[config.mk]
export PLATFORM = sky130hd
export DESIGN_NAME = dco_tune_dsm_flat
export DESIGN_NICKNAME = d
export VERILOG_FILES = /design/src/rtl/dco_tune_dsm_if.sv /design/src/rtl/dco_tune_dsm.sv /design/src/flat_wrapper.sv
export SDC_FILE = /design/constraint.sdc
export NUM_CORES = 1
export LEC_CHECK = 0
export CAP_MARGIN = 10
export CORE_ASPECT_RATIO = 1.2
export CORE_MARGIN = 4
export CORE_UTILIZATION = 60
export CTS_BUF_LIST = sky130_fd_sc_hd__clkbuf_8
export CTS_CLUSTER_DIAMETER = 150
export CTS_CLUSTER_SIZE = 10
export DETAILED_ROUTE_END_ITERATION = 10
export DONT_BUFFER_PORTS = 1
export PLACE_DENSITY = 0.76
export SYNTH_ARGS = -nofsm -noshare
export SYNTH_HDL_FRONTEND = slang
export SYNTH_SLANG_ARGS = --single-unit
[constraint.sdc]
create_clock -name clk -period 5.49 [get_ports clk]
set_input_delay 0.549 -clock clk [delete_from_list [all_inputs] [get_ports clk]]
set_output_delay 0.549 -clock clk [all_outputs]
set_load 0.02 [all_outputs]
[src/rtl/dco_tune_dsm_if.sv]
// Frequency-word handshake between the PID loop filter (master) and the DCO tuner (slave).
interface dco_tune_dsm_if #(
    parameter int INT_W  = 5,
    parameter int FRAC_W = 5
);
    logic              fcw_valid;
    logic              fcw_ready;
    logic [INT_W-1:0]  int_word;
    logic [FRAC_W-1:0] frac_word;

    modport master (
        output fcw_valid,
        output int_word,
        output frac_word,
        input  fcw_ready
    );

    modport slave (
        input  fcw_valid,
        input  int_word,
        input  frac_word,
        output fcw_ready
    );
endinterface

[src/rtl/dco_tune_dsm.sv]
// DCO tuning back end: shadow/active word registers, first-order sigma-delta dither
// of the fractional word, saturating thermometer bank code and rail detection.
module dco_tune_dsm #(
    parameter int INT_W      = 5,
    parameter int FRAC_W     = 5,
    parameter int MID_CODE   = 16,
    parameter int RAIL_TICKS = 8
) (
    input  logic                 clk,
    input  logic                 reset,
    input  logic                 tick,
    input  logic                 dsm_en,
    dco_tune_dsm_if.slave        fcw,
    output logic [INT_W-1:0]     tune_code,
    output logic [2**INT_W-1:0]  therm_en,
    output logic                 dither_bit,
    output logic                 rail_hi,
    output logic                 rail_lo
);

    localparam int                 NCELL     = 2**INT_W;
    localparam int                 CNT_W     = $clog2(RAIL_TICKS + 1);
    localparam logic [INT_W-1:0]   MAX_CODE  = '1;
    localparam logic [INT_W-1:0]   MID_RST   = INT_W'(MID_CODE);
    localparam logic [CNT_W-1:0]   RAIL_MAX  = CNT_W'(RAIL_TICKS);
    localparam logic [NCELL-1:0]   ALL_ONES  = '1;
    localparam logic [NCELL-1:0]   THERM_RST = ~(ALL_ONES << MID_CODE);

    typedef enum logic {IDLE, PENDING} state_t;

    state_t             state_q, state_d;
    logic               fcw_ready_q, fcw_ready_d;
    logic [INT_W-1:0]   shadow_int_q, shadow_int_d;
    logic [FRAC_W-1:0]  shadow_frac_q, shadow_frac_d;
    logic [INT_W-1:0]   active_int_q, active_int_d;
    logic [FRAC_W-1:0]  active_frac_q, active_frac_d;
    logic [FRAC_W-1:0]  acc_q, acc_d;
    logic [INT_W-1:0]   tune_code_q, tune_code_d;
    logic [NCELL-1:0]   therm_en_q, therm_en_d;
    logic               dither_bit_q, dither_bit_d;
    logic [CNT_W-1:0]   hi_cnt_q, hi_cnt_d;
    logic [CNT_W-1:0]   lo_cnt_q, lo_cnt_d;
    logic               rail_hi_q, rail_hi_d;
    logic               rail_lo_q, rail_lo_d;

    logic               accept;
    logic               xfer;
    logic               carry;
    logic [INT_W-1:0]   eff_int;
    logic [FRAC_W-1:0]  eff_frac;
    logic [FRAC_W:0]    acc_sum;
    logic [INT_W:0]     code_sum;
    logic [INT_W-1:0]   sat_code;

    always_comb begin
        state_d       = state_q;
        shadow_int_d  = shadow_int_q;
        shadow_frac_d = shadow_frac_q;
        active_int_d  = active_int_q;
        active_frac_d = active_frac_q;
        acc_d         = acc_q;
        tune_code_d   = tune_code_q;
        therm_en_d    = therm_en_q;
        dither_bit_d  = dither_bit_q;
        hi_cnt_d      = hi_cnt_q;
        lo_cnt_d      = lo_cnt_q;
        carry         = 1'b0;
        code_sum      = '0;
        sat_code      = '0;

        accept   = fcw.fcw_valid & fcw_ready_q;
        xfer     = tick & (state_q == PENDING);
        // A transferring tick already computes with the freshly applied word.
        eff_int  = xfer ? shadow_int_q  : active_int_q;
        eff_frac = xfer ? shadow_frac_q : active_frac_q;
        acc_sum  = {1'b0, acc_q} + {1'b0, eff_frac};

        if (accept) begin
            shadow_int_d  = fcw.int_word;
            shadow_frac_d = fcw.frac_word;
            state_d       = PENDING;
        end

        if (tick) begin
            if (xfer) begin
                active_int_d  = shadow_int_q;
                active_frac_d = shadow_frac_q;
                state_d       = IDLE;
            end
            if (dsm_en) begin
                carry = acc_sum[FRAC_W];
                acc_d = acc_sum[FRAC_W-1:0];
            end
            code_sum     = {1'b0, eff_int} + {{INT_W{1'b0}}, carry};
            sat_code     = code_sum[INT_W] ? MAX_CODE : code_sum[INT_W-1:0];
            tune_code_d  = sat_code;
            therm_en_d   = ~(ALL_ONES << sat_code);
            dither_bit_d = carry;

            if (sat_code == MAX_CODE) begin
                hi_cnt_d = (hi_cnt_q == RAIL_MAX) ? hi_cnt_q : hi_cnt_q + CNT_W'(1);
                lo_cnt_d = '0;
            end else if (sat_code == '0) begin
                lo_cnt_d = (lo_cnt_q == RAIL_MAX) ? lo_cnt_q : lo_cnt_q + CNT_W'(1);
                hi_cnt_d = '0;
            end else begin
                hi_cnt_d = '0;
                lo_cnt_d = '0;
            end
        end

        fcw_ready_d = (state_d == IDLE);
        rail_hi_d   = (hi_cnt_d == RAIL_MAX);
        rail_lo_d   = (lo_cnt_d == RAIL_MAX);
    end

    always_ff @(posedge clk or posedge reset) begin
        if (reset) begin
            state_q       <= IDLE;
            fcw_ready_q   <= 1'b1;
            shadow_int_q  <= '0;
            shadow_frac_q <= '0;
            active_int_q  <= MID_RST;
            active_frac_q <= '0;
            acc_q         <= '0;
            tune_code_q   <= MID_RST;
            therm_en_q    <= THERM_RST;
            dither_bit_q  <= 1'b0;
            hi_cnt_q      <= '0;
            lo_cnt_q      <= '0;
            rail_hi_q     <= 1'b0;
            rail_lo_q     <= 1'b0;
        end else begin
            state_q       <= state_d;
            fcw_ready_q   <= fcw_ready_d;
            shadow_int_q  <= shadow_int_d;
            shadow_frac_q <= shadow_frac_d;
            active_int_q  <= active_int_d;
            active_frac_q <= active_frac_d;
            acc_q         <= acc_d;
            tune_code_q   <= tune_code_d;
            therm_en_q    <= therm_en_d;
            dither_bit_q  <= dither_bit_d;
            hi_cnt_q      <= hi_cnt_d;
            lo_cnt_q      <= lo_cnt_d;
            rail_hi_q     <= rail_hi_d;
            rail_lo_q     <= rail_lo_d;
        end
    end

    assign fcw.fcw_ready = fcw_ready_q;
    assign tune_code     = tune_code_q;
    assign therm_en      = therm_en_q;
    assign dither_bit    = dither_bit_q;
    assign rail_hi       = rail_hi_q;
    assign rail_lo       = rail_lo_q;

endmodule

[src/flat_wrapper.sv]
// flat-port wrapper written by rule: the top's interface ports become plain ports
module dco_tune_dsm_flat 
#(
    parameter int INT_W      = 5,
    parameter int FRAC_W     = 5,
    parameter int MID_CODE   = 16,
    parameter int RAIL_TICKS = 8
)
  (clk, reset, tick, dsm_en, tune_code, therm_en, dither_bit, rail_hi, rail_lo, fcw_fcw_valid, fcw_int_word, fcw_frac_word, fcw_fcw_ready);
  dco_tune_dsm_if #(.INT_W(INT_W), .FRAC_W(FRAC_W)) fcw_i ();
  input  logic clk;
  input  logic reset;
  input  logic tick;
  input  logic dsm_en;
  output logic [INT_W-1:0] tune_code;
  output logic [2**INT_W-1:0] therm_en;
  output logic dither_bit;
  output logic rail_hi;
  output logic rail_lo;
  input wire logic [$bits(fcw_i.fcw_valid)-1:0] fcw_fcw_valid;
  input wire logic [$bits(fcw_i.int_word)-1:0] fcw_int_word;
  input wire logic [$bits(fcw_i.frac_word)-1:0] fcw_frac_word;
  output wire logic [$bits(fcw_i.fcw_ready)-1:0] fcw_fcw_ready;
  assign fcw_i.fcw_valid = fcw_fcw_valid;
  assign fcw_i.int_word = fcw_int_word;
  assign fcw_i.frac_word = fcw_frac_word;
  assign fcw_fcw_ready = fcw_i.fcw_ready;
  dco_tune_dsm #(.INT_W(INT_W), .FRAC_W(FRAC_W), .MID_CODE(MID_CODE), .RAIL_TICKS(RAIL_TICKS)) u_core (.clk(clk), .reset(reset), .tick(tick), .dsm_en(dsm_en), .fcw(fcw_i), .tune_code(tune_code), .therm_en(therm_en), .dither_bit(dither_bit), .rail_hi(rail_hi), .rail_lo(rail_lo));
endmodule
* Word level (Yosys, flattened, before mapping)
Cells that the tools add are included.
Word-level totals: bits in read-only memories 0, latch bits 0, bits in registers 75, input bits 15, word-level logic and storage cells 45, memories kept 0, RAM bits 0, output and inout bits 41
Cells by class: shift operators 1, reductions and logical operators 2, bitwise gates (word level) 4, magnitude comparators 0, div/mod/pow operators 0, add/subtract/negate cells 4, eq/ne operators 5, $mul 0, mux-type cells 15
Operators with widths (count):
- 32-bit inverter | 1
- 32-bit by 5-bit left shift with 32-bit output (first input constant) | 1
- 4-bit two-way mux | 7
- 4-bit equality test (second input constant) | 4
- 5-bit two-way mux | 3
- 4-bit by 1-bit adder with 4-bit output (second input constant) | 2
- 5-bit by 1-bit adder with 6-bit output | 1
- 5-bit by 5-bit adder with 6-bit output | 1
- 5-bit equality test (second input constant) | 1
- 5-bit logical NOT | 1
- 1-bit two-way mux | 5
- 1-bit bitwise AND | 2
- 2-bit AND reduction | 1
- 1-bit inverter | 1

* Depth between registers and ports, before layout
Gate-level depths: netlist of run 1.
word-level depth 12, gate-level depth with buffers 19, depth with buffers taken out 17

* Worst setup path before layout of run 1
Ideal clock, no wire load.
path type in2reg, start point in tick, end point reg u_core.rail_hi_q, in the netlist u_core.rail_hi, library setup time 95 ps, data arrival time 3843 ps, path buffers 2, stages on the path 19, data required time 5395 ps, setup slack 1552 ps, cells stage by stage buf_6 > and2_1 > buf_2 > nand2_1 > nand2_1 > ha_1 > a21oi_1 > nand2_1 > a21o_1 > a21oi_1 > nor2b_1 > ha_1 > ha_1 > nand2_1 > or3b_4 > a2111oi_4 > a21o_1 > a32o_2 > nor4b_2
Between the ends: longest elaborated chain between the ends 11, elaborated cells between the ends (all ways) 12, those cells by class add/sub: 2; eq/ne: 2; mux: 7; bitwise: 1
Ends and longest elaborated chain:
- start, declared | RTL line flat_wrapper.sv:13 | input logic tick;
- 1-bit bitwise AND | RTL line dco_tune_dsm.sv:72 | xfer = tick & (state_q == PENDING);
- 5-bit two-way mux | RTL line dco_tune_dsm.sv:75 | eff_frac = xfer ? shadow_frac_q : active_frac_q;
- net u_core.eff_frac[2] | RTL line dco_tune_dsm.sv:50 | logic [FRAC_W-1:0] eff_frac;
- 5-bit by 5-bit adder with 6-bit output | RTL line dco_tune_dsm.sv:76 | acc_sum = {1'b0, acc_q} + {1'b0, eff_frac};
- 1-bit two-way mux | RTL line dco_tune_dsm.sv:90 | if (dsm_en) begin
- 1-bit two-way mux | RTL line dco_tune_dsm.sv:84 | if (tick) begin
- 5-bit by 1-bit adder with 6-bit output | RTL line dco_tune_dsm.sv:94 | code_sum = {1'b0, eff_int} + {{INT_W{1'b0}}, carry};
- 5-bit two-way mux | RTL line dco_tune_dsm.sv:95 | sat_code = code_sum[INT_W] ? MAX_CODE : code_sum[INT_W-1:0];
- 5-bit equality test | RTL line dco_tune_dsm.sv:100 | if (sat_code == MAX_CODE) begin
- 4-bit two-way mux | RTL line dco_tune_dsm.sv:100
- 4-bit two-way mux | RTL line dco_tune_dsm.sv:84
- net u_core.hi_cnt_d[3] | RTL line dco_tune_dsm.sv:41 | logic [CNT_W-1:0] hi_cnt_q, hi_cnt_d;
- 4-bit equality test | RTL line dco_tune_dsm.sv:113 | rail_hi_d = (hi_cnt_d == RAIL_MAX);
- net u_core.rail_hi_d | RTL line dco_tune_dsm.sv:43 | logic rail_hi_q, rail_hi_d;
- end signal, assigned | RTL line dco_tune_dsm.sv:146 | rail_hi_q <= rail_hi_d;
- end, declared | RTL line dco_tune_dsm.sv:43
The timed path passes the listed nets, and every way through them passes these cells. The select of a mux whose other input is x is not followed. A chain may end at the register's enable or synchronous reset.

* Final worst setup path of run 1
start point reg u_core.state_q, end point reg u_core.rail_hi_q, in the netlist u_core.rail_hi
Between the ends: longest elaborated chain between the ends 11, elaborated cells between the ends (all ways) 12, those cells by class add/sub: 2; eq/ne: 2; mux: 7; bitwise: 1
Ends and longest elaborated chain:
- start, declared | RTL line dco_tune_dsm.sv:31 | state_t state_q, state_d;
- start signal, assigned | RTL line dco_tune_dsm.sv:134 | state_q <= state_d;
- 1-bit bitwise AND | RTL line dco_tune_dsm.sv:72
- 5-bit two-way mux | RTL line dco_tune_dsm.sv:75
- net u_core.eff_frac[2] | RTL line dco_tune_dsm.sv:50
- 5-bit by 5-bit adder with 6-bit output | RTL line dco_tune_dsm.sv:76
- 1-bit two-way mux | RTL line dco_tune_dsm.sv:90
- 1-bit two-way mux | RTL line dco_tune_dsm.sv:84
- 5-bit by 1-bit adder with 6-bit output | RTL line dco_tune_dsm.sv:94
- 5-bit two-way mux | RTL line dco_tune_dsm.sv:95
- 5-bit equality test | RTL line dco_tune_dsm.sv:100
- 4-bit two-way mux | RTL line dco_tune_dsm.sv:100
- 4-bit two-way mux | RTL line dco_tune_dsm.sv:84
- net u_core.hi_cnt_d[3] | RTL line dco_tune_dsm.sv:41
- 4-bit equality test | RTL line dco_tune_dsm.sv:113
- net u_core.rail_hi_d | RTL line dco_tune_dsm.sv:43
The timed path passes the listed nets, and every way through them passes these cells. The select of a mux whose other input is x is not followed.

==> results.md, run 1 <==
- Outcome: complete, no violations
- Clock Sinks: 73
- First-pass GRT wire length: 11700 um
- Initial Util: 0.626
- Synth warnings: 0
- Post-synthesis sequential area ratio: 0.518
- VDD IR max: 0.000342 V
- # resized after CTS: 0
- Clock Tree Buf Depth: 2
- LEAKAGE: 1.74 nW
- Final HPWL DP: about 4800 um
- Area Overhead vs Synth: 6.52%
- Initial antenna violation count: 0
- Synth Register Bits: 73
- Die Width: 78.4 um
- Drt via density: about 5.8
- Cell row count: 30
- CP arrival: around 4.5 ns
- PD cells: 612 nW/um^2
- Mapped Area: between 3000 and 4000 sq um
- RSZ-0062 raised after global routing: no
- Final Hold Fails: 0
- Footprint of the multi-input gates: 1540 sq um
- Core Area: 5710 sq um
- Routability Congestion: between 0.9 and 1
- Crit path max-delay cell type: dfrtp_1
- Drt wl/cell: 15.9 um
- Initial drt markers: about 190
- Die ar.: around 7300 sq um
- Sequential Area: 1850 sq um
- Num ports: 56
- CP Capture Type: flip-flop
- Tightest Pin Transition: 0.871 ns
- Post-CTS Setup Inserts: 0
- Post-route minimum period: approximately 4.2 ns
- Worst setup SP type: flip-flop
- Async S/R FF share, synth: 1.00
- Worst Hold Class: in2reg
- Most frequent CP cell: nand2_1
- Largest net degree at the start of global routing: 75
- H-tree depth: 3
- Die Span Y: 92.5 um
- Congestion Overflow GR: 0
- Main synth FF type: dfrtp_1
- Port Buf Inserts: 0
- Syn_nets: 385
- Worst-path clk slew: ~0.09 ns
- Layout Nets: 381
- Layout cells sized above 1: 0.182
- Routed Antenna Nets: 0
- Slew headroom: 0.420
- F_max: 0.237 GHz
- Diodes inserted: 0
- Data required time at the worst endpoint: 5.76 ns
- EDFF count, synth: 0
- Hold_buf cts: 0
- Tot GR Track Use: 0.205
- Fillcell total: 464
- Synth cell types: between 50 and 60
- Final Max Slew Viols: 0
- Residual DRC: 0
- Critical-path cell list: and2_1, nand2_1, nand2_1, ha_1, a21oi_1, nand2_1, a21o_1, a21oi_1, nor2b_1, ha_1, ha_1, nand2_1, or3b_4, a2111oi_4, a21o_1, a32o_2, nor4b_2
- Routed vias: 2530
- Setup Skew: 0.0121 ns
- Number of global-route vias before repair: ~2500
- TNS Setup: 0 ns
- Detailed Routing Iterations Pass 1: 4
- Critical path class: reg2reg
- Dpl ws: 1.31 ns
- Final Routed Wirelength: 6950 um
- Synthesized instance count: 357
- Final setup violation count: 0
- TritonCTS clock tree: yes
- CTS root buf: clkbuf_8
- Worst-path maximum fanout: 13
- Worst Slack Setup Final: 1.27 ns
- Latest clock arrival within the worst-skew pair: 0.36 ns
- CTS buffer count: 9
- Syn Area/Cell: 10.0 sq um
- Max incr delay on CP: around 0.55 ns
- Max-cap check violation count: 0
- Fin crit share: 0.769
## flip-flops by register name, indices dropped and copies added (netlist names), 4 cells and up
signal / count
u_core.active_frac_q: 5
u_core.hi_cnt_q: 4
u_core.therm_en: 31
u_core.active_int_q: 5
u_core.acc_q: 5
u_core.shadow_frac_q: 5
u_core.tune_code: 4
u_core.shadow_int_q: 5
u_core.lo_cnt_q: 4
## cells by family (layout without fill, tap and decap cells)
logic type / count (synthesis) / count (layout) / synth area share
AOI/OAI and AO/OA: 85 / 85 / 0.158
DFF: 73 / 73 / 0.518
other: 1 / 1 / 0.00105
buffers and inverters: 43 / 44 / 0.0515
adders and majority gates: 13 / 13 / 0.0477
muxes: 17 / 17 / 0.0533
and+or+nand+nor: 119 / 119 / 0.156
xor gates and xnor gates: 6 / 6 / 0.0147
## cell type report
type / instances / area share
timing repair buffer: 2 / 0.00395
multi-input combinational: 241 / 0.404
tap: 80 / 0.0263
inverter: 26 / 0.0257
clock buffer: 9 / 0.0326
clock inverter: 7 / 0.0211
sequential: 73 / 0.486
## per-layer routing
layer	wire length [um]	up-vias	track usage
li1	-	1230	-
met1	3000	1210	0.254
met2	3420	76	0.337
met3	362	14	0.0496
met4	158	0	0.0991
met5	0	-	0
## power by group
part	leakage (nW)	switching (mW)	internal, mW	total, mW
clock network	0.0960	0.210	0.213	0.423
registers	0.892	0.312	0.802	1.11
logic	0.754	0.476	0.314	0.789
total	1.74	0.998	1.33	2.33
## cells in the mapped netlist, types with 2 or more instances
library cell  number  share of area
nor3_1             8          0.011
dfstp_2           18           0.13
mux2_2            16          0.050
nor2_1            34          0.036
nand3_1            8          0.011
buf_4              3         0.0063
ha_1              12          0.042
dfrtp_1           55           0.39
xor2_1             3         0.0074
o21ai_0           25          0.035
o311ai_0           2         0.0049
and3_1             5         0.0088
xnor2_1            3         0.0074
nand2b_1           3         0.0053
a21boi_0           2         0.0042
buf_2              3         0.0042
a31oi_1            4         0.0070
or2_2              3         0.0053
a21o_1             5          0.011
o211ai_1           4         0.0084
nand2_1           44          0.046
nand4_1            4         0.0070
inv_1             26          0.027
buf_1              2         0.0021
a21oi_1           23          0.032
clkbuf_1           8         0.0084
o2bb2ai_1          8          0.020
## critical path: cells and delay by family, from the launching register on
| family | cells | cell delay [ns] |
|---|---|---|
| adders and majority gates | 3 | 0.87 |
| AOI/OAI and AO/OA | 6 | 1.22 |
| DFF | 1 | 0.55 |
| and+or+nand+nor | 8 | 1.51 |
## metrics by stage
step	utilization	std cells	hold WS (ns)	total power [mW]	area, sq um
2_1_floorplan	-	357	0.439	1.72	3570
3_3_place_gp	0.631	422	0.453	1.88	3600
3_5_place_dp	0.631	422	0.457	1.91	3600
4_1_cts	0.666	438	0.228	2.34	3800
5_1_grt	0.666	438	0.238	2.50	3800
6_report	0.666	438	0.245	2.33	3800
## path summary, 6_finish.rpt
kind | start | to | slack [ns] | depth (start not counted)
max in group asynchronous | reset | u_core.therm_en[16] | 4.59 | 2
hold reg to reg | u_core.active_frac_q[4] | u_core.active_frac_q[4] | 0.47 | 2
setup reg to reg | u_core.state_q | u_core.rail_hi | 1.27 | 17
setup / recovery | u_core.state_q | u_core.rail_hi | 1.27 | 17
hold / removal | tick | u_core.therm_en[11] | 0.25 | 1
min in group asynchronous | reset | u_core.acc_q[2] | 0.35 | 2
## placed cells by master (no fill, tap or decap), types with 9 or more instances in the layout
master,n
nand2_1,44
mux2_2,16
a21oi_1,23
ha_1,12
dfstp_2,18
nor2_1,34
o21ai_0,25
dfrtp_1,55
clkbuf_8,9
inv_1,25
No activity file was read; power rests on OpenSTA's default activity.
==> inputs of run 2 (changes only) <==
Settings changed: CORE_UTILIZATION 60 to 59, PLACE_DENSITY 0.76 to 0.78.
Clock period 5.49 ns to 3.45 ns, I/O delays scaled along.
==> run 2 against run 1 <==
Net effect: first-iteration DRC count shrank 1.6%; final area is 5.4% higher; clock power up 58%; global-route usage rose by 1.4 points; critical path depth is the same; via count up 3.4%; die area grew 1.5%; routed wire length is 8.8% higher; utilization rose by 2.7 points; clock-buffer cell count grew 1; setup slack got worse by 1.2 ns; critical path type unchanged; critical endpoint unchanged; largest power group unchanged.
==> results.md, run 2 (synthesis results as in run 1) <==
- Slew headroom: 0.475 (+0.0551)
- Power consumption: 3.95 mW (+70%)
- Detailed Routing Iterations Pass 1: 4 (unchanged)
- Tightest Pin Transition: 0.787 ns (-0.0839 ns)
- Drt wl/cell: 16.7 um (+5.2%)
- Fillcell total: 454 (-2.2%)
- PD cells: 984 nW/um^2 (+61%)
- Clock Sinks: 73 (unchanged)
- Layout Nets: 396 (+3.9%)
- Routability Congestion: 0.836 (-8.9%)
- Residual DRC: 0 (unchanged)
- Initial antenna violation count: 0 (unchanged)
- Final HPWL DP: 5320 um (+10%)
- Initial drt markers: 189 (-1.6%)
- Area Overhead vs Synth: 12.3%
- Diodes inserted: 0 (unchanged)
- Initial Util: 0.618 (-0.00813)
- Reg-to-Reg Start: u_core.state_q
- Worst setup SP type: flip-flop
- Die Width: 79.0 um (+0.76%)
- Number of global-route vias before repair: 2608 (+3.7%)
- VDD IR max: 0.000515 V (+51%)
- Worst Hold Class: in2async
- Fin crit share: 0.982 (+0.213)
- Drt via density: 5.78 (about the same)
- Port Buf Inserts: 0 (unchanged)
- Core Area: 5780 sq um (+1.3%)
- Routed vias: 2617 (+3.4%)
- First-pass GRT wire length: 12600 um (+7.8%)
- Die ar.: 7360 sq um (+1.5%)
- Final Routed Wirelength: 7560 um (+8.8%)
- F_max: 0.295 GHz (+25%)
- Final Hold Fails: 0 (unchanged)
- Layout cells sized above 1: 0.249 (+0.0678)
- Leading cell type in the layout, fill and taps excluded: dfrtp_1
- TritonCTS clock tree: yes
- Final setup violation count: 0 (unchanged)
- Hold_buf cts: 0 (unchanged)
- Largest net degree at the start of global routing: 75 (unchanged)
- Outcome: complete, no violations
- Cell row count: 30 (unchanged)
- CTS buffer count: 9 (unchanged)
- Tot GR Track Use: 0.219 (+0.0139)
- Final Cell Area: 4010 sq um (+5.4%)
- Latest clock arrival within the worst-skew pair: 0.35 ns (about the same)
- CP Capture Type: flip-flop
- Commonest non-fill, non-tap cells in the layout: 55 x dfrtp_1, 39 x nand2_1, 34 x nor2_1
- Final Max Slew Viols: 0 (unchanged)
- Routed Antenna Nets: 0 (unchanged)
- CTS root buf: clkbuf_8
- Die Span Y: 93.2 um (+0.77%)
- H-tree depth: 3 (unchanged)
- CP arrival: 3.65 ns (-0.84 ns)
- Setup Skew: 0.00900 ns (-0.00306 ns)
- Largest register FFs: 31 (unchanged)
- Data required time at the worst endpoint: 3.71 ns (-2.05 ns)
- LEAKAGE: 1.84 nW (+5.5%)
- Worst-path maximum fanout: 5 (-8)
- Worst-path clk slew: 0.08 ns (about the same)
- RSZ-0062 raised after global routing: yes
- DP Area: 3740 sq um (+4.0%)
- Clock Tree Buf Depth: 2 (unchanged)
- Num ports: 56 (unchanged)
- Worst Setup SP: u_core.state_q
- Max-cap check violation count: 0 (unchanged)
- Congestion Overflow GR: 0 (unchanged)
- Post-route minimum period: 3.39 ns (-0.834 ns)
- Critical path class: reg2reg
-- run 2: cell types whose count changed in the layout (fill, tap and decap cells not counted), moves of 3 or more --
cell / delta
nand2_1: -5
ha_4: +3
o21ai_0: -3
nand2_4: +3
buf_4: +14
ha_1: -5
-- run 2: layout make-up --
type,instances,area [sq um],share of cell area
clock buffer,10,138,0.0343
clock inverter,6,60.1,0.0150
inverter,26,97.6,0.0243
multi-input combinational,241,1630,0.407
sequential,73,1850,0.461
tap,80,100,0.0250
timing repair buffer,17,131,0.0328
-- run 2: metal layers --
| metal | vias to the layer above | GRT usage | part of all wire |
|---|---|---|---|
| li1 | 1261 | - | - |
| met4 | 0 | 0.0659 | 0.013 |
| met2 | 83 | 0.369 | 0.50 |
| met1 | 1262 | 0.266 | 0.41 |
| met3 | 11 | 0.0742 | 0.075 |
| met5 | - | 0 | 0 |
-- run 2: worst paths after layout --
check                                     endpoint  slack [ns]  cells past startpoint
min reg2reg                u_core.active_frac_q[3]        0.47                      2
min                        u_core.shadow_frac_q[4]        0.02                      1
max in group asynchronous       u_core.therm_en[1]        2.62                      2
min in group clk               u_core.therm_en[14]        0.05                      1
max                                 u_core.rail_hi        0.06                     17
max reg2reg                         u_core.rail_hi        0.06                     17
-- run 2: worst max-delay path: stages, from the launching register on --
cell and delay [ns]:
dfrtp_1 0.40, and2_4 0.17, nand2_4 0.07, nand2_4 0.07, ha_4 0.22, a21oi_2 0.12
nand2_1 0.09, a21o_1 0.17, a21oi_2 0.12, nor2b_1 0.06, ha_2 0.19, ha_4 0.29
nand2_4 0.05, or3b_4 0.40, a2111oi_4 0.39, a21o_1 0.17, a32o_2 0.14, nor4b_4 0.18
-- run 2: what timing repair did --
action | in CTS | in global routing
gates resized for setup | 3 | 10
setup endpoints to repair | 1 | 5
cloned | 0 | 0
pin swaps | 12 | 3
setup buffers | 3 | 1
-- run 2: where the power goes --
| part | total, mW | switching (mW) | internal, mW |
|---|---|---|---|
| Sequential | 1.77 | 0.496 | 1.28 |
| Combinational | 1.50 | 0.853 | 0.650 |
| Clock | 0.669 | 0.319 | 0.350 |
| Total | 3.95 | 1.67 | 2.28 |
-- run 2: per-stage QoR --
stage	hold WS [ns]	worst slack, ns	TNS [ns]	std cells	util
final	0.0223	0.0627	0	453	0.694
after global routing	0.0355	-0.134	-0.267	453	0.694
after CTS	0.0400	0.0110	0	452	0.688
after detailed placement	0.414	0.00542	0	433	0.647
after global placement	0.407	0.0883	0	433	0.647
after floorplan	0.439	0.00466	0	357	-
==> inputs of run 3 (changes only) <==
Settings changed: ABC_AREA set to 1.
==> run 3 against run 2 <==
Net effect: sequential share of layout area grew 2.4 points; non-clock buffer count fell by 10; fmax increased by 6.9%; largest cell class unchanged; clock-buffer cell count is the same; hold slack better by 0.026 ns; final area decreased by 4.8%; flip-flop and latch count unchanged.
==> results.md, run 3 <==
- Layout Nets: 424 (+7.1%)
- CP bufs+invs: 4 (+4)
- Area Overhead vs Synth: 9.28%
- Synth warnings: 0 (unchanged)
- Synth top area share: 0.394 (+0.00856)
- Synth area leader: dfrtp_1
- Psw: 1.50 mW (-10%)
- Commonest non-fill, non-tap cells in the layout: 119 x nand2_1, 54 x dfrtp_1, 39 x inv_1
- Critical-path cell list: nand2_4, inv_1, nand2_1, nand2_1, ha_1, nand3_1, nand2_1, nand2_1, a21oi_1, o21a_1, ha_2, ha_2, inv_1, nand3_1, nand2_2, o31ai_4, buf_4, nand3_1, nand2_1, inv_1, nand2_1, nor2_1
- Data required time at the worst endpoint: 3.71 ns (about the same)
- Largest net degree at the start of global routing: 44 (-41%)
- Detailed Routing Iterations Pass 1: 5 (+1)
- Setup Skew: 0.0103 ns (+0.00126 ns)
- Max-cap check violation count: 0 (unchanged)
- Final HPWL DP: 4920 um (-7.5%)
- Number of global-route vias before repair: 2546 (-2.4%)
- PD cells: 940 nW/um^2 (-4.4%)
- DP Cell Count: 463 (+6.9%)
- Synth top area cells: dfrtp_1 39%, dfstp_2 14%, nand2_1 13%, o21ai_0 4.6%, ha_1 4.3%
- Largest register FFs: 31 (unchanged)
- Post-synthesis sequential area ratio: 0.530 (+0.0115)
- H-tree depth: 3 (unchanged)
- CP Capture Type: flip-flop
- Worst-path maximum fanout: 10 (+5)
- Max incr delay on CP: 0.45 ns (+0.05 ns)
- Crit path depth: 22 (+5)
- Tightest Pin Transition: 0.857 ns (+0.0701 ns)
- Async S/R FF share, synth: 1.00 (unchanged)
- Most numerous cell in the Yosys netlist: nand2_1
- Synth Register Bits: 73 (unchanged)
- VDD IR max: 0.000396 V (-23%)
- Core Area: 5710 sq um (-1.3%)
- Fin crit share: 0.918 (-0.0638)
- Critical path class: reg2reg
- Mapped Area: 3490 sq um (-2.2%)
- Final setup violation count: 0 (unchanged)
- RSZ-0062 raised after global routing: no
- Initial Util: 0.612 (-0.00547)
- Slew headroom: 0.428 (-0.0468)
- Num ports: 56 (unchanged)
- Synth top cells by count: 120 x nand2_1, 55 x dfrtp_1, 39 x inv_1, 32 x o21ai_0, 21 x nand3_1
- Delay-heaviest family, CP: simple AND/OR/NAND/NOR gates
- Main synth FF type: dfrtp_1
- LEAKAGE: 1.92 nW (+4.7%)
- Post-route insts no fill: 481 (+6.2%)
- Outcome: complete, no violations
- Worst-path clk slew: 0.08 ns (about the same)
- Congestion Overflow GR: 0 (unchanged)
- F_max: 0.316 GHz (+6.9%)
- Cell internal pwr: 2.09 mW (-8.3%)
- Worst setup SP type: flip-flop
- Final Routed Wirelength: 6970 um (-7.7%)
- Tot GR Track Use: 0.213 (-0.00594)
- First-pass GRT wire length: 12000 um (-5.0%)
- Residual DRC: 0 (unchanged)
- TritonCTS clock tree: yes
- Routed vias: 2527 (-3.4%)
- Layout cells sized above 1: 0.180 (-0.0698)
- Switching Fraction: 0.419 (-0.00443)
- Clock Sinks: 73 (unchanged)
- EDFF count, synth: 0 (unchanged)
- Worst R2R Path Depth: 22 (+5)
- Final Max Slew Viols: 0 (unchanged)
- Cell row count: 30 (unchanged)
- Worst Hold Class: in2async
- Die Span Y: 92.3 um (-1.0%)
- Routed Antenna Nets: 0 (unchanged)
- Drt via density: 5.25 (-9.1%)
- Drt wl/cell: 14.5 um (-13%)
- Initial antenna violation count: 0 (unchanged)
- Logic pwr share: 0.326 (-0.055)
- CTS buffer count: 9 (unchanged)
- Syn_nets: 418 (+8.6%)
- Post-route minimum period: 3.17 ns (-0.220 ns)
- Sequential group share of total power: 0.470 (+0.021)
- Synth cell types: 34 (-36%)
- TNS Setup: 0 ns (unchanged)
- Die Width: 78.2 um (-0.98%)
- Final Hold Fails: 0 (unchanged)
- Port Buf Inserts: 0 (unchanged)
- CTS root buf: clkbuf_8
- Routability Congestion: 0.807 (-3.5%)
- Synthesized instance count: 390 (+9.2%)
- CP arrival: 3.42 ns (-0.23 ns)
- Latest clock arrival within the worst-skew pair: 0.35 ns (about the same)
- Clock Tree Buf Depth: 2 (unchanged)
- Clock share of power: 0.204 (+0.035)
- Die ar.: 7220 sq um (-2.0%)
- Leading cell type in the layout, fill and taps excluded: nand2_1
- Syn Area/Cell: 8.95 sq um (-10%)
- Diodes inserted: 0 (unchanged)
- Initial drt markers: 177 (-6.3%)
- Most frequent CP cell: nand2_1
- Crit path max-delay cell type: dfrtp_2
-- run 3: timing repair --
item                       CTS  global route
hold buffers                 0             0
resized for setup            0             5
buffers inserted             0             2
setup endpoints to repair    0            16
-- run 3: worst paths after layout --
path / startpoint / end / slack, ns
min in group clk: tick / u_core.therm_en[1] / 0.06
hold reg to reg: u_core.active_frac_q[3] / u_core.active_frac_q[3] / 0.48
setup reg to reg: u_core.state_q / u_core.rail_hi / 0.28
setup / recovery: u_core.state_q / u_core.rail_hi / 0.28
hold / removal: reset / u_core.therm_en[27] / 0.05
max in group asynchronous: reset / u_core.fcw.fcw_ready / 2.60
-- run 3: cells by family (layout without fill, tap and decap cells) --
kind of cell               Yosys count  in the layout  share of synthesized area
AOI/OAI and AO/OA                   57             57                     0.0942
xor gates and xnor gates             8              8                     0.0201
adders and majority gates           13             13                     0.0487
buffers and inverters               55             66                     0.0652
DFF                                 73             73                      0.530
muxes                                1              1                    0.00322
other                                1              1                    0.00107
and+or+nand+nor                    182            182                      0.238
-- run 3: stage by stage --
| step | cell area [sq um] | power [mW] | util | hold WS, ns | setup slack [ns] |
|---|---|---|---|---|---|
| after global routing | 3820 | 3.87 | 0.669 | 0.0571 | 0.00262 |
| after global placement | 3560 | 2.78 | 0.625 | 0.423 | 0.346 |
| after floorplan | 3490 | 2.56 | - | 0.443 | 0.195 |
| after CTS | 3780 | 3.57 | 0.663 | 0.0501 | 0.201 |
| final | 3820 | 3.59 | 0.669 | 0.0488 | 0.283 |
| after detailed placement | 3560 | 2.82 | 0.625 | 0.427 | 0.256 |
-- run 3: power groups by stage --
stage          logic, mW  registers (mW)  clock network [mW]
5_1_grt             1.36            1.73               0.782
2_1_floorplan      0.929            1.63                   0
6_report            1.17            1.69               0.733
4_1_cts             1.14            1.69               0.744
3_5_place_dp        1.12            1.70                   0
3_3_place_gp        1.09            1.69                   0
-- run 3: worst register-to-register path: stages (launching register included) --
cell and delay (ns):
dfrtp_2 0.45, nand2_4 0.12, inv_1 0.07, nand2_1 0.08, nand2_1 0.08, ha_1 0.32, nand3_1 0.08, nand2_1 0.08
nand2_1 0.07, a21oi_1 0.16, o21a_1 0.16, ha_2 0.22, ha_2 0.21, inv_1 0.04, nand3_1 0.09, nand2_2 0.11
o31ai_4 0.24, buf_4 0.19, nand3_1 0.09, nand2_1 0.08, inv_1 0.05, nand2_1 0.05, nor2_1 0.04
-- run 3: area by class of cell --
type                       count  area (sq um)
fill                         479          1890
sequential                    73          1850
multi-input combinational    262          1430
inverter                      43           161
clock buffer                  10           138
tap                           80           100
clock inverter                 6          83.8
timing repair buffer           7          52.6
-- run 3: metal layers --
layer,GRT usage,vias to the layer above,share of wire
met4,0.0977,0,0.020
li1,-,1243,-
met1,0.269,1207,0.43
met2,0.343,64,0.49
met5,0,-,0
met3,0.0560,13,0.055
